--- config.mk ---
export PLATFORM = sky130hd
export DESIGN_NAME = mux_sequencer
export DESIGN_NICKNAME = d
export VERILOG_FILES = /design/src/rtl/mux_sequencer_pkg.sv /design/src/rtl/mux_priority_next.sv /design/src/rtl/mux_sequencer.sv
export SDC_FILE = /design/constraint.sdc
export NUM_CORES = 1
export LEC_CHECK = 0
export CORE_UTILIZATION = 44
export DETAILED_ROUTE_END_ITERATION = 8
export PLACE_DENSITY = 0.73
export SYNTH_ARGS = -nofsm -noshare
export SYNTH_HDL_FRONTEND = slang
export SYNTH_SLANG_ARGS = --single-unit
--- constraint.sdc ---
create_clock -name clk -period 1.8 [get_ports clk]
set_input_delay 0.18 -clock clk [delete_from_list [all_inputs] [get_ports clk]]
set_output_delay 0.18 -clock clk [all_outputs]
set_load 0.005 [all_outputs]
--- src/rtl/mux_sequencer_pkg.sv ---
// Shared constants for the mux sequencer: Mux select codes (src_mask bit i maps to
// code i) and the settle counter width.
package mux_sequencer_pkg;

  localparam int unsigned MUX_SEL_COUNTER_CARRY  = 0;
  localparam int unsigned MUX_SEL_COUNTER_VALUE  = 1;
  localparam int unsigned MUX_SEL_REGISTER_2_MSB = 2;
  localparam int unsigned MUX_SEL_REGISTER_2_LSB = 3;

  // SETTLE_CYCLES is limited to 1..15
  localparam int unsigned SETTLE_CNT_W = 4;

endpackage

--- src/rtl/mux_priority_next.sv ---
// Combinational search: lowest set mask bit above idx (or at idx when inclusive),
// with a flag when no such bit exists.
module mux_priority_next
  import mux_sequencer_pkg::*;
#(
  parameter int unsigned SEL_WIDTH = 2
) (
  input  logic [(2**SEL_WIDTH)-1:0] mask,
  input  logic [SEL_WIDTH-1:0]      idx,
  input  logic                      inclusive,
  output logic [SEL_WIDTH-1:0]      nxt,
  output logic                      none
);

  localparam int unsigned NSRC = 2**SEL_WIDTH;

  // Scan downwards so the lowest qualifying bit is the last one written.
  always_comb begin
    nxt  = '0;
    none = 1'b1;
    for (int unsigned i = NSRC; i > 0; i--) begin
      if (mask[i-1] && (((i - 1) > 32'(idx)) || (inclusive && ((i - 1) == 32'(idx))))) begin
        nxt  = SEL_WIDTH'(i - 1);
        none = 1'b0;
      end
    end
  end

endmodule

--- src/rtl/mux_sequencer.sv ---
// Steps the Mux select through a masked source list and hands each byte downstream
// on valid/ready. Define MUX_SEQUENCER_REPEAT_EN to add repeat_mode (continuous passes).
module mux_sequencer
  import mux_sequencer_pkg::*;
#(
  parameter int unsigned DATA_WIDTH    = 8,
  parameter int unsigned SEL_WIDTH     = 2,
  parameter int unsigned SETTLE_CYCLES = 1
) (
  input  logic                      clk,
  input  logic                      reset_n,
`ifdef MUX_SEQUENCER_REPEAT_EN
  input  logic                      repeat_mode,
`endif
  input  logic                      start,
  input  logic                      abort,
  input  logic [(2**SEL_WIDTH)-1:0] src_mask,
  output logic [SEL_WIDTH-1:0]      mux_sel,
  input  logic [DATA_WIDTH-1:0]     mux_data,
  output logic [DATA_WIDTH-1:0]     out_data,
  output logic [SEL_WIDTH-1:0]      out_sel,
  output logic                      out_valid,
  input  logic                      out_ready,
  output logic                      busy,
  output logic                      done
);

  localparam int unsigned NSRC = 2**SEL_WIDTH;

  typedef enum logic [1:0] {IDLE, SETTLE, PRESENT, FINISH} state_e;

  state_e                  state_q, state_d;
  logic [NSRC-1:0]         mask_q, mask_d;
  logic [SEL_WIDTH-1:0]    sel_q, sel_d;
  logic [DATA_WIDTH-1:0]   data_q, data_d;
  logic [SEL_WIDTH-1:0]    osel_q, osel_d;
  logic                    valid_q, valid_d;
  logic [SETTLE_CNT_W-1:0] cnt_q, cnt_d;
  logic                    rep_q, rep_d;

  logic [NSRC-1:0]         pn_mask;
  logic [SEL_WIDTH-1:0]    pn_idx;
  logic                    pn_incl;
  logic [SEL_WIDTH-1:0]    pn_nxt;
  logic                    pn_none;

  // PRESENT looks for the next bit of the latched mask; otherwise the first bit of the live mask.
  always_comb begin
    pn_mask = (state_q == PRESENT) ? mask_q : src_mask;
    pn_idx  = (state_q == PRESENT) ? sel_q : '0;
    pn_incl = (state_q != PRESENT);
  end

  mux_priority_next #(.SEL_WIDTH(SEL_WIDTH)) u_next (
    .mask      (pn_mask),
    .idx       (pn_idx),
    .inclusive (pn_incl),
    .nxt       (pn_nxt),
    .none      (pn_none)
  );

  // The first source of a pass gets one extra settle edge (counter preloaded with
  // SETTLE_CYCLES rather than SETTLE_CYCLES-1), giving start-to-valid of 1+SETTLE_CYCLES.
  always_comb begin
    state_d = state_q;
    mask_d  = mask_q;
    sel_d   = sel_q;
    data_d  = data_q;
    osel_d  = osel_q;
    valid_d = valid_q;
    cnt_d   = cnt_q;
    rep_d   = rep_q;
    case (state_q)
      IDLE: begin
        if (start) begin
          mask_d = src_mask;
          if (pn_none) begin
            state_d = FINISH;
          end else begin
            sel_d   = pn_nxt;
            cnt_d   = SETTLE_CNT_W'(SETTLE_CYCLES);
            state_d = SETTLE;
          end
        end
      end
      SETTLE: begin
        if (abort) begin
          state_d = IDLE;
        end else if (cnt_q == '0) begin
          data_d  = mux_data;
          osel_d  = sel_q;
          valid_d = 1'b1;
          state_d = PRESENT;
        end else begin
          cnt_d = cnt_q - 1'b1;
        end
      end
      PRESENT: begin
        if (abort) begin
          valid_d = 1'b0;
          state_d = IDLE;
        end else if (valid_q && out_ready) begin
          valid_d = 1'b0;
          if (!pn_none) begin
            sel_d   = pn_nxt;
            cnt_d   = SETTLE_CNT_W'(SETTLE_CYCLES - 1);
            state_d = SETTLE;
          end else begin
`ifdef MUX_SEQUENCER_REPEAT_EN
            rep_d   = repeat_mode;
`endif
            state_d = FINISH;
          end
        end
      end
      FINISH: begin
        state_d = IDLE;
        if (rep_q) begin
          mask_d = src_mask;
          rep_d  = 1'b0;
          if (!pn_none) begin
            sel_d   = pn_nxt;
            cnt_d   = SETTLE_CNT_W'(SETTLE_CYCLES);
            state_d = SETTLE;
          end
        end
      end
      default: state_d = IDLE;
    endcase
  end

  always_ff @(posedge clk or negedge reset_n) begin
    if (!reset_n) begin
      state_q <= IDLE;
      mask_q  <= '0;
      sel_q   <= '0;
      data_q  <= '0;
      osel_q  <= '0;
      valid_q <= 1'b0;
      cnt_q   <= '0;
      rep_q   <= 1'b0;
    end else begin
      state_q <= state_d;
      mask_q  <= mask_d;
      sel_q   <= sel_d;
      data_q  <= data_d;
      osel_q  <= osel_d;
      valid_q <= valid_d;
      cnt_q   <= cnt_d;
      rep_q   <= rep_d;
    end
  end

  assign mux_sel   = sel_q;
  assign out_data  = data_q;
  assign out_sel   = osel_q;
  assign out_valid = valid_q;
  assign done      = (state_q == FINISH);
  assign busy      = (state_q == SETTLE) || (state_q == PRESENT) || ((state_q == FINISH) && rep_q);

endmodule

==> qor.txt <==
maximum fanout along the worst path - 4
Worst setup SP type - flip-flop
total number of placement rows - 19
number of endpoints failing setup at the final stage - 5
utilization after layout - 70.4%
maximum number of pins on one net before global-route repair - 23
number of max-cap violations - 0
Global Route Usage Sum - 19.2%
per-instance average area after synthesis - 11.2 sq um
Critical Path Sink Type - flip-flop
first-pass GRT wire length - 4820 um
clock buffers created by TritonCTS - 3
failing checks - negative setup slack
detailed-router iteration count before antenna repair - 4
Nets - 194
Routed wire per std cell - 14.3 um
unique cell type count in the Yosys netlist - 40
number of ports placed on the die boundary - 32
placer congestion estimate - 0.800
Max Clk Rate - 525 MHz
synthesized net count - 141
IR Drop Worst-Case VDD - 1.31 mV
total overflow reported by the global router - 0
Synth Warn # - 0
overall via count from detail_route - 1086
vias per cell - 5.43
clock tree from TritonCTS - done
category of the critical setup timing path - flip-flop to flip-flop
outcome - complete, but fails checks
min setup slack post-route - -0.103 ns
power per cell area - 1810 nW/um^2
port buffer count - 31
part of the Yosys area used for sequential elements - 42.0%
total standard cell area after synthesis - 1310 sq um
Worst EP arrival - 2.12 ns
Largest stage delay, worst path - 0.39 ns
width of the chip - 56.6 um
most repeated cell in the gate-level netlist after synthesis - dfrtp_1
number of inserted diodes - 0
H-tree depth - 1
setup TNS after final layout - -0.314 ns
Placed Cells incl. Taps - 190
cell taking the most area after synthesis - dfrtp_1
fillcell total - 202
count of flip-flops with a built-in enable after synthesis - 0
number of remaining DRC errors - 0
clock transition at the registers of the reported paths - 0.13 ns
total clock sinks - 22
cell count after synthesis - 117
Crit-path slowest cell - dfrtp_1
top cell type's share of synthesized area - 42.0%
fin crit share - 106%
pins over their slew limit - 0
most used standard cells in the synthesized netlist - dfrtp_1, mux2_2, nand2_1, ha_1
cells taking the most area after synthesis - dfrtp_1, mux2_2, ha_1
Total Wirelength - 2870 um
latest clock arrival within the worst-skew pair - 0.31 ns
slew margin rel. - 74.1%
area growth from synthesis to layout - 49.5%
number of global-route vias before repair - 1131
Die Footprint - 3200 sq um
cell at the root of the clock tree - clkbuf_4
path class of the lowest-slack min-delay path - input pin to async pin
Yosys reg bits - 22
count of nets left with antenna violations after detail routing - 0
number of antenna violations at the first check in global routing - 0
initial detailed-routing violation count - 13
Max Root-Sink Buffers - 2
P_leak - 0.843 nW
Reg-to-Reg Start - state_q[0]
final non-filler cell total - 200
Critical Path, Cell by Cell - buf_6, inv_4, ha_4, or3_4, a2bb2oi_4, o211ai_4, o21ai_1, a221o_1
effective utilization at floorplan - 47.1%
Synth Flop Type - dfrtp_1
unrepaired setup endpoints after global routing - yes
final hold vios - 0
buffer and inverter count on the worst path - 2
worst-case clock skew - 0.00863 ns
Min Clock Period, post-route - 1.90 ns
required time at the worst-slack endpoint - 2.01 ns
actual transition at the worst max-transition pin - 0.387 ns
Post-synth ARST share - 100%
proportion of layout cells with a drive suffix above 1 - 36.7%
placeable core region - 2780 sq um
half-perimeter wire length after placement - 2180 um
family with the most delay on the worst path - compound AO/OA/AOI/OAI gates
vertical extent of the die - 56.6 um
CP Launch Point - state_q[0]
-- worst paths after layout --
kind                                to  slack [ns]  cells after the start
max in group asynchronous   state_q[1]        1.36                      2
max reg2reg                   cnt_q[0]       -0.10                      8
min reg2reg                 out_sel[1]        0.50                      2
min                           cnt_q[0]        0.20                      2
min in group clk           out_data[1]        0.47                      2
max                           cnt_q[0]       -0.10                      8
-- stage by stage --
step	total power, mW	hold WS [ns]	setup slack [ns]	cell area [sq um]
after global routing	3.81	0.237	-0.136	1960
after floorplan	2.14	-0.116	0.000895	1340
final	3.55	0.198	-0.103	1960
after detailed placement	2.92	0.481	-0.136	1770
after global placement	2.85	0.462	-0.111	1770
after CTS	3.33	0.210	-0.0814	1870
-- metal layers --
layer  GRT usage, %  wire length, um  vias up
met2           37.0             1540       21
met1           22.2             1190      528
met4           4.18               46        0
met5              0                0        -
met3           2.76               89        6
li1               -                -      531
-- state kept, by name (all words and copies together) (netlist names) --
register and cells:
cnt_q 4, mux_sel 2, out_data 8, state_q 2, out_valid 1, mask_q 3, out_sel 2
-- cell families (layout without fill, tap and decap cells) --
family                     count (synthesis)  count (layout)  synth area share (%)
AOI/OAI and AO/OA                         32              32                  20.8
muxes                                     14              14                  12.0
adders and majority gates                  7               7                  6.69
and+or+nand+nor                           33              33                  14.9
DFF                                       22              22                  42.0
buffers and inverters                      9              61                  3.53
-- repair_timing --
action,CTS,global route
buffers inserted,4,2
gates resized for setup,8,15
endpoints found under the hold margin,0,0
endpoints found under the setup margin,19,18
pin swaps,2,8
hold buffers,0,0
-- power breakdown --
group	switching (mW)	leakage, nW	internal [mW]
registers	0.204	0.270	0.742
logic	0.998	0.552	1.33
clock network	0.154	0.0210	0.124
-- layout by cell type, fill, tap and decap left out, types with 2 or more instances in the layout --
cell             netlist  layout
a21oi_1                6       5
nand2_1               13      12
clkbuf_4               1       3
nor2_1                 3       3
mux2_2                13      13
o21ai_1                2       2
buf_6                  1       4
nand2b_1               4       4
inv_1                  6       4
buf_4                  0      16
ha_1                   7       3
clkdlybuf4s50_1        0      30
ha_4                   0       4
o21a_1                 3       3
a21o_1                 2       2
dfrtp_1               22      21
o21ai_0                4       4
-- final cells by class --
type | count | area (sq um) | share of cell area, %
Clock buffer | 4 | 36.3 | 1.85
Tap cell | 31 | 38.8 | 1.98
Multi-Input combinational cell | 86 | 832 | 42.5
Inverter | 6 | 25.0 | 1.28
Sequential cell | 22 | 552 | 28.2
Timing Repair Buffer | 51 | 474 | 24.2
(Power assumes the default switching activity.)
